<file path="config.mk">
export PLATFORM = sky130hd
export DESIGN_NAME = mbr_sequencer
export DESIGN_NICKNAME = d
export VERILOG_FILES = /design/src/rtl/mbr_sequencer.sv
export SDC_FILE = /design/constraint.sdc
export NUM_CORES = 1
export LEC_CHECK = 0
export ABC_AREA = 1
export CAP_MARGIN = 20
export CELL_PAD_IN_SITES_DETAIL_PLACEMENT = 1
export CELL_PAD_IN_SITES_GLOBAL_PLACEMENT = 1
export CORE_ASPECT_RATIO = 0.5
export CORE_MARGIN = 2
export CORE_UTILIZATION = 45
export CTS_CLUSTER_DIAMETER = 80
export CTS_CLUSTER_SIZE = 28
export DETAILED_ROUTE_END_ITERATION = 6
export DONT_BUFFER_PORTS = 1
export GPL_TIMING_DRIVEN = 0
export PLACE_DENSITY_LB_ADDON = 0.1
export SLEW_MARGIN = 10
export SYNTH_ARGS = -nofsm -noshare
export SYNTH_HDL_FRONTEND = slang
export SYNTH_SLANG_ARGS = --single-unit
</file>
<file path="constraint.sdc">
create_clock -name clk -period 3.2 [get_ports clk]
set_input_delay 0.16 -clock clk [delete_from_list [all_inputs] [get_ports clk]]
set_output_delay 0.16 -clock clk [all_outputs]
set_load 0.005 [all_outputs]
</file>
<file path="src/rtl/mbr_sequencer.sv">
// Sequences one read or write transaction at a time through the memory buffer
// register and its single-port BRAM, driving the MBR strobes and memory pointer.
module mbr_sequencer #(
  parameter int ADDR_W = 4,
  parameter int DATA_W = 8,
  parameter int RD_LAT = 1
) (
  input  logic              clk,
  input  logic              rst_n,
  input  logic              req_valid,
  output logic              req_ready,
  input  logic              req_we,
  input  logic [ADDR_W-1:0] req_addr,
  input  logic [DATA_W-1:0] req_wdata,
  output logic              rsp_valid,
  input  logic              rsp_ready,
  output logic [DATA_W-1:0] rsp_rdata,
  output logic              mbr_in,
  output logic              mbr_out,
  output logic              dram_in,
  output logic              dram_out,
  output logic [ADDR_W-1:0] pointer,
  output logic [DATA_W-1:0] bus_data,
  input  logic [DATA_W-1:0] mbr_data,
  output logic [2:0]        state_dbg
);

  // Handshakes: a transfer happens on a rising edge where valid && ready are
  // both high. Once raised, rsp_valid and rsp_rdata hold until that edge;
  // req_ready is high only while idle and never depends on req_valid.

  typedef enum logic [2:0] {
    IDLE  = 3'd0,
    LOAD  = 3'd1,
    STORE = 3'd2,
    ADDR  = 3'd3,
    CAPT  = 3'd4,
    OUT   = 3'd5,
    SAMP  = 3'd6,
    RESP  = 3'd7
  } state_t;

  // Last count value of the ADDR phase; the counter starts at 0 on entry.
  localparam logic [2:0] LAT_LAST = 3'(RD_LAT - 1);

  state_t     state;
  state_t     state_next;
  logic [2:0] lat_cnt;
  logic [2:0] lat_cnt_next;
  logic       accept;

  assign req_ready = (state == IDLE);
  assign accept    = req_valid && req_ready;
  assign state_dbg = state;

  always_comb begin
    state_next   = state;
    lat_cnt_next = lat_cnt;
    unique case (state)
      IDLE: begin
        if (accept) begin
          state_next   = req_we ? LOAD : ADDR;
          lat_cnt_next = '0;
        end
      end
      LOAD:  state_next = STORE;
      STORE: state_next = RESP;
      ADDR: begin
        if (lat_cnt == LAT_LAST) begin
          state_next   = CAPT;
          lat_cnt_next = '0;
        end else begin
          lat_cnt_next = lat_cnt + 3'd1;
        end
      end
      CAPT: state_next = OUT;
      OUT:  state_next = SAMP;
      SAMP: state_next = RESP;
      RESP: begin
        if (rsp_ready) begin
          state_next = IDLE;
        end
      end
      default: state_next = IDLE;
    endcase
  end

  always_ff @(posedge clk or negedge rst_n) begin
    if (!rst_n) begin
      state   <= IDLE;
      lat_cnt <= '0;
    end else begin
      state   <= state_next;
      lat_cnt <= lat_cnt_next;
    end
  end

  // Strobes and rsp_valid are decoded from the next state and registered, so
  // they are glitch-free and line up exactly with the state they belong to.
  always_ff @(posedge clk or negedge rst_n) begin
    if (!rst_n) begin
      mbr_in    <= 1'b0;
      dram_out  <= 1'b0;
      dram_in   <= 1'b0;
      mbr_out   <= 1'b0;
      rsp_valid <= 1'b0;
    end else begin
      mbr_in    <= (state_next == LOAD);
      dram_out  <= (state_next == STORE);
      dram_in   <= (state_next == CAPT);
      mbr_out   <= (state_next == OUT);
      rsp_valid <= (state_next == RESP);
    end
  end

  // Request fields are captured only on the accept edge; later input changes
  // cannot disturb an in-flight transaction.
  always_ff @(posedge clk or negedge rst_n) begin
    if (!rst_n) begin
      pointer  <= '0;
      bus_data <= '0;
    end else if (accept) begin
      pointer <= req_addr;
      if (req_we) begin
        bus_data <= req_wdata;
      end
    end
  end

  // The MBR output is valid during SAMP, one cycle after the mbr_out strobe.
  always_ff @(posedge clk or negedge rst_n) begin
    if (!rst_n) begin
      rsp_rdata <= '0;
    end else if (state == SAMP) begin
      rsp_rdata <= mbr_data;
    end
  end

endmodule

</file>
-- Word-level counts from Yosys, hierarchy flattened
Cells that the tools add are included.
W data, S select, Z words.
- flip-flop bits (word level): 31
- input bits: 25
- word-level logic and storage cells: 39
- $add $sub $neg: 1
- eq/ne operators: 13
- muxes and demuxes: 8
- reductions and logical operators: 7
- operator list (cell ; number):
    $eq A3 B3 Y1 const B ; 7
    $pmux W3 S7 ; 1
    $mux W3 ; 5
    $eq A3 B2 Y1 const B ; 3
    $eq A3 B1 Y1 const B ; 2
    $logic_not A3 Y1 ; 2
    $pmux W3 S2 ; 1
    $reduce_and A2 Y1 ; 2
    $add A3 B1 Y3 const B ; 1
    $mux W2 ; 1
    $ne A2 B1 Y1 const B ; 1
    $reduce_bool A2 Y1 ; 1
    $reduce_or A2 Y1 ; 1
    $logic_and A1 B1 Y1 ; 1

-- Longest topological paths before layout
- word-level depth: 5
- depth in mapped cells: 7
- mapped depth without buffers: 7

-- Least setup slack after synthesis
OpenSTA, ideal clock, no wires.
- kind: register to register
- start point: reg state[1] (netlist: state_dbg[1])
- end point: reg lat_cnt[1]
- data arrival time: 0.980 ns
- path slack: 2.103 ns
- stages on the path, launching flop included: 6
- buffers on the path: 1
- clock period less this slack: 1.097 ns
- path through: dfrtp_1 nor2_4 nand3_2 buf_6 nand3_1 nand2_1
- cells in the longest elaborated chain, start to end: 4
- ends and longest elaborated chain (item ; line ; RTL):
    start, declared ; 46 ; state_t state;
    start signal, assigned ; 93 ; state <= state_next;
    $logic_not A3 Y1 ; 52, 59 ;
    $logic_and A1 B1 Y1 ; 53 ; assign accept = req_valid && req_ready;
    $ne A2 B1 Y1 (no line) ; -- ;
    $reduce_and A2 Y1 (no line) ; -- ;
    end signal, assigned ; 94 ; lat_cnt <= lat_cnt_next;
    end, declared ; 48 ; logic [2:0] lat_cnt;
Several ways; a longest one is shown, not always the timed one.
A chain may end at the register's enable or synchronous reset.

-- Worst setup path in the final report
- start point: reg state[1] (netlist: state_dbg[1])
- end point: reg bus_data[0]
- cells in the longest elaborated chain, start to end: 3
- ends and longest elaborated chain (item ; line ; RTL):
    $logic_not A3 Y1 ; 52 ; assign req_ready = (state == IDLE);
    $logic_and A1 B1 Y1 ; 53 ;
    $reduce_and A2 Y1 (no line) ; -- ;
    end signal, assigned ; 125 ; bus_data <= req_wdata;
    end, declared ; 23 ; output logic [DATA_W-1:0] bus_data,
No other way between the ends.

==> impl_metrics.json <==
{
  "antenna_found_initial": 0,
  "skew_ns": 0.003395,
  "cp_slowest_cell": "dfrtp_1",
  "net-switching-power_uw": 580.3,
  "peakVddDrop_mv": 0.4356,
  "power.static_leakage_nw": 0.8352,
  "p_comb_share_pct": 29.9,
  "start_util_pct": 49.18,
  "status": "complete, no violations",
  "ys_warn_count": 0,
  "grt_usage_pct": 19.63,
  "grt_max_degree": 32,
  "hpwlAfterDp_mm": 1.903,
  "required_ns": 3.37,
  "die_area_sq_um": 3409,
  "seq_power_share_pct": 50.1,
  "max-cap-violations": 0,
  "numCtsBuffers": 5,
  "layout.nets": 187,
  "grt_pass1_wl_mm": 4.981,
  "coreArea_sq_um": 2684,
  "max_stage_delay_ns": 0.50,
  "cts_max_level": 2,
  "pre_cts_slack_ns": 1.827,
  "antenna_left": 0,
  "routabilityCongestion": 0.7032,
  "ys_seq_area_share_pct": 58.77,
  "syn-cell-area_sq_um": 1320,
  "ctsResizeCount": 0,
  "met1Wirelength_mm": 1.264,
  "setup_viol": 0,
  "insertion_delay_ns": 0.28,
  "placementRows": 13,
  "r2r_end": "bus_data[0]$_DFFE_PN0P_",
  "slew_headroom_pct": 76.01,
  "p_int_uw": 895.6,
  "fp.dieH_microns": 42.30,
  "portBuffers": 0,
  "post-route-period-util_pct": 43.69,
  "syn_nets": 168,
  "cts_tree": "done",
  "cp_common_cell": "nand2_1",
  "drtPass1Iterations": 3,
  "postSynthCellCount": 141,
  "drt_wl_total_mm": 2.913,
  "drt-vias-per-instance": 4.939,
  "p_sw_share_pct": 39.32,
  "power.density_nw_per_um2": 933.9,
  "crit_buf_inv": 0,
  "crit_family": "simple AND/OR/NAND/NOR gates",
  "worst_slack_ns": 1.802,
  "grt_overflow_total": 0,
  "drc_errors": 0,
  "rsz0062_at_grt": "no",
  "wl_met3_microns": 204,
  "cp_num_cells": 4,
  "worstSetupStartpoint": "state_dbg[1]$_DFF_PN0_",
  "regToRegSetupSlack_ns": 1.80,
  "path_clk_slew_ns": 0.07,
  "multi_input_comb_area_sq_um": 435.4,
  "cp.arrival_ns": 1.57,
  "die_x_microns": 80.60,
  "synth_cell_types": 17,
  "wire_per_inst_microns": 14.71,
  "pin_count": 54,
  "drive_gt1_share_pct": 15.53,
  "place_area_sq_um": 1366,
  "power_mw": 1.476,
  "ys_seq_elements": 31,
  "worst_slew_pin_slew_ns": 0.3588,
  "cts_buffer_depth": 2,
  "grt_pass1_vias": 1096,
  "top_layer_used": "met4",
  "vias": 978,
  "crit_chain": "nor2_4 -> nand4_1 -> nand2_1 -> nand2_1",
  "layout.cells.non_filler": 198,
  "antenna-diode-count": 0,
  "fmax_ghz": 0.7152,
  "hp-class": "in -> reg",
  "crit_end": "bus_data[0]$_DFFE_PN0P_",
  "holdWs_ns": 0.008564,
  "finalMaxSlewViolations": 0,
  "path_class": "reg -> reg",
  "avgSynthCellArea_sq_um": 9.362,
  "cp_max_fo": 8,
  "final-seq-area_sq_um": 775.7,
  "postLayoutCoreUtil_pct": 58.88,
  "cts_root_buf": "clkbuf_8",
  "wl_met2_mm": 1.400,
  "drt_iter0_drc": 39,
  "finalCriticalPeriod_ns": 1.398,
  "dp.cells": 178,
  "postLayoutCellArea_sq_um": 1580,
  "setup_tns_ns": 0,
  "power_frac_clock_pct": 20.1,
  "startpoint_type": "register",
  "reg2reg_depth": 4,
  "numClockSinks": 31,
  "fillers": 316,
  "end_kind": "register",
  "syn_to_final_growth_pct": 19.72,
  "hold_viol_final": 0,
  "reg2reg_from": "state_dbg[1]$_DFF_PN0_"
}
-- cell families (layout without fill, tap and decap cells) --
logic type               count (synthesis)  in the layout  synth area share (%)
XOR/XNOR                                 1              1                0.6636
adder cells (fa/ha/maj)                  2              2                 1.895
AND/OR/NAND/NOR                         67             67                 22.27
buffers and inverters                   25             45                 8.246
AO/OA/AOI/OAI                           15             15                 8.152
flip-flops                              31             31                 58.77
-- cell type report --
| type | instances | share of cell area [%] |
|---|---|---|
| sequential | 31 | 49.09 |
| tap | 37 | 2.930 |
| clock buffer | 5 | 4.355 |
| timing repair buffer | 12 | 8.234 |
| clock inverter | 3 | 0.9501 |
| multi-input combinational | 85 | 27.55 |
| buffer | 2 | 1.425 |
| inverter | 23 | 5.463 |
-- state kept, by name (all words and copies together), names as in the netlist --
register   cells
lat_cnt        3
pointer        4
mbr_out        1
state_dbg      3
rsp_valid      1
bus_data       8
dram_out       1
mbr_in         1
rsp_rdata      8
dram_in        1
-- worst reg2reg max path: cells and delay by family, from the launching register on --
| kind | cells | cell delay, ns |
|---|---|---|
| DFF | 1 | 0.50 |
| and+or+nand+nor | 4 | 0.78 |
-- power groups by stage --
stage               Combinational [mW]  Clock, mW  Sequential (mW)
detailed placement               0.414          0            0.750
CTS                              0.441      0.306            0.745
finish                           0.441      0.296            0.739
floorplan                        0.344          0            0.706
global placement                 0.392          0            0.746
global route                     0.512      0.322            0.771
-- cells in the mapped netlist (all sizes together) --
library cell / n / share of area (%)
buf: 2 / 1.7
dfrtp: 31 / 59
ha: 2 / 1.9
inv: 23 / 6.5
nand2: 50 / 14
nand3: 7 / 3.4
nand4: 2 / 0.95
nor2: 7 / 3.3
nor3: 1 / 0.38
o211ai: 1 / 0.57
o21ai: 14 / 7.6
xnor2: 1 / 0.66
-- placed cells by master, fill, tap and decap left out --
cell	Yosys	routed
nand2_1	50	50
dfrtp_1	31	31
inv_1	22	22
dlygate4sd3_1	0	11
o21ai_2	8	8
o21ai_1	6	6
nand3_1	5	5
clkbuf_8	0	5
nor2_1	4	4
clkinv_2	0	3
nor2_4	2	2
nand3_2	2	2
buf_6	2	2
nand4_1	2	2
ha_1	2	2
inv_2	1	1
nor2_2	1	1
o211ai_1	1	1
nor3_1	1	1
xnor2_1	1	1
buf_12	0	1
-- worst min path at each step --
| stage | start | endpoint | slack, ns | depth (start not counted) |
|---|---|---|---|---|
| final | mbr_data[0] | rsp_rdata[0]$_DFFE_PN0P_ | 0.009 | 2 |
| after global routing | mbr_data[3] | rsp_rdata[3]$_DFFE_PN0P_ | 0.005 | 2 |
| after CTS | req_addr[0] | pointer[0]$_DFFE_PN0P_ | 0.002 | 2 |
| after detailed placement | rst_n | rsp_rdata[2]$_DFFE_PN0P_ | -0.14 | 0 |
| after global placement | rst_n | rsp_rdata[0]$_DFFE_PN0P_ | -0.14 | 0 |
| after floorplan | rst_n | bus_data[0]$_DFFE_PN0P_ | -0.14 | 0 |
-- repair_timing --
| action | 4_1_cts | 5_1_grt |
|---|---|---|
| endpoints found under the hold margin | 40 | 1 |
| hold buffers | 11 | 1 |
| setup buffers | 0 | 0 |
-- layer usage --
layer | track usage, % | vias to the layer above
met5 | 0 | -
met4 | 7.119 | 0
met3 | 8.621 | 7
met2 | 31.83 | 30
met1 | 23.28 | 474
li1 | - | 467
Power figures use the tool's default switching activity.
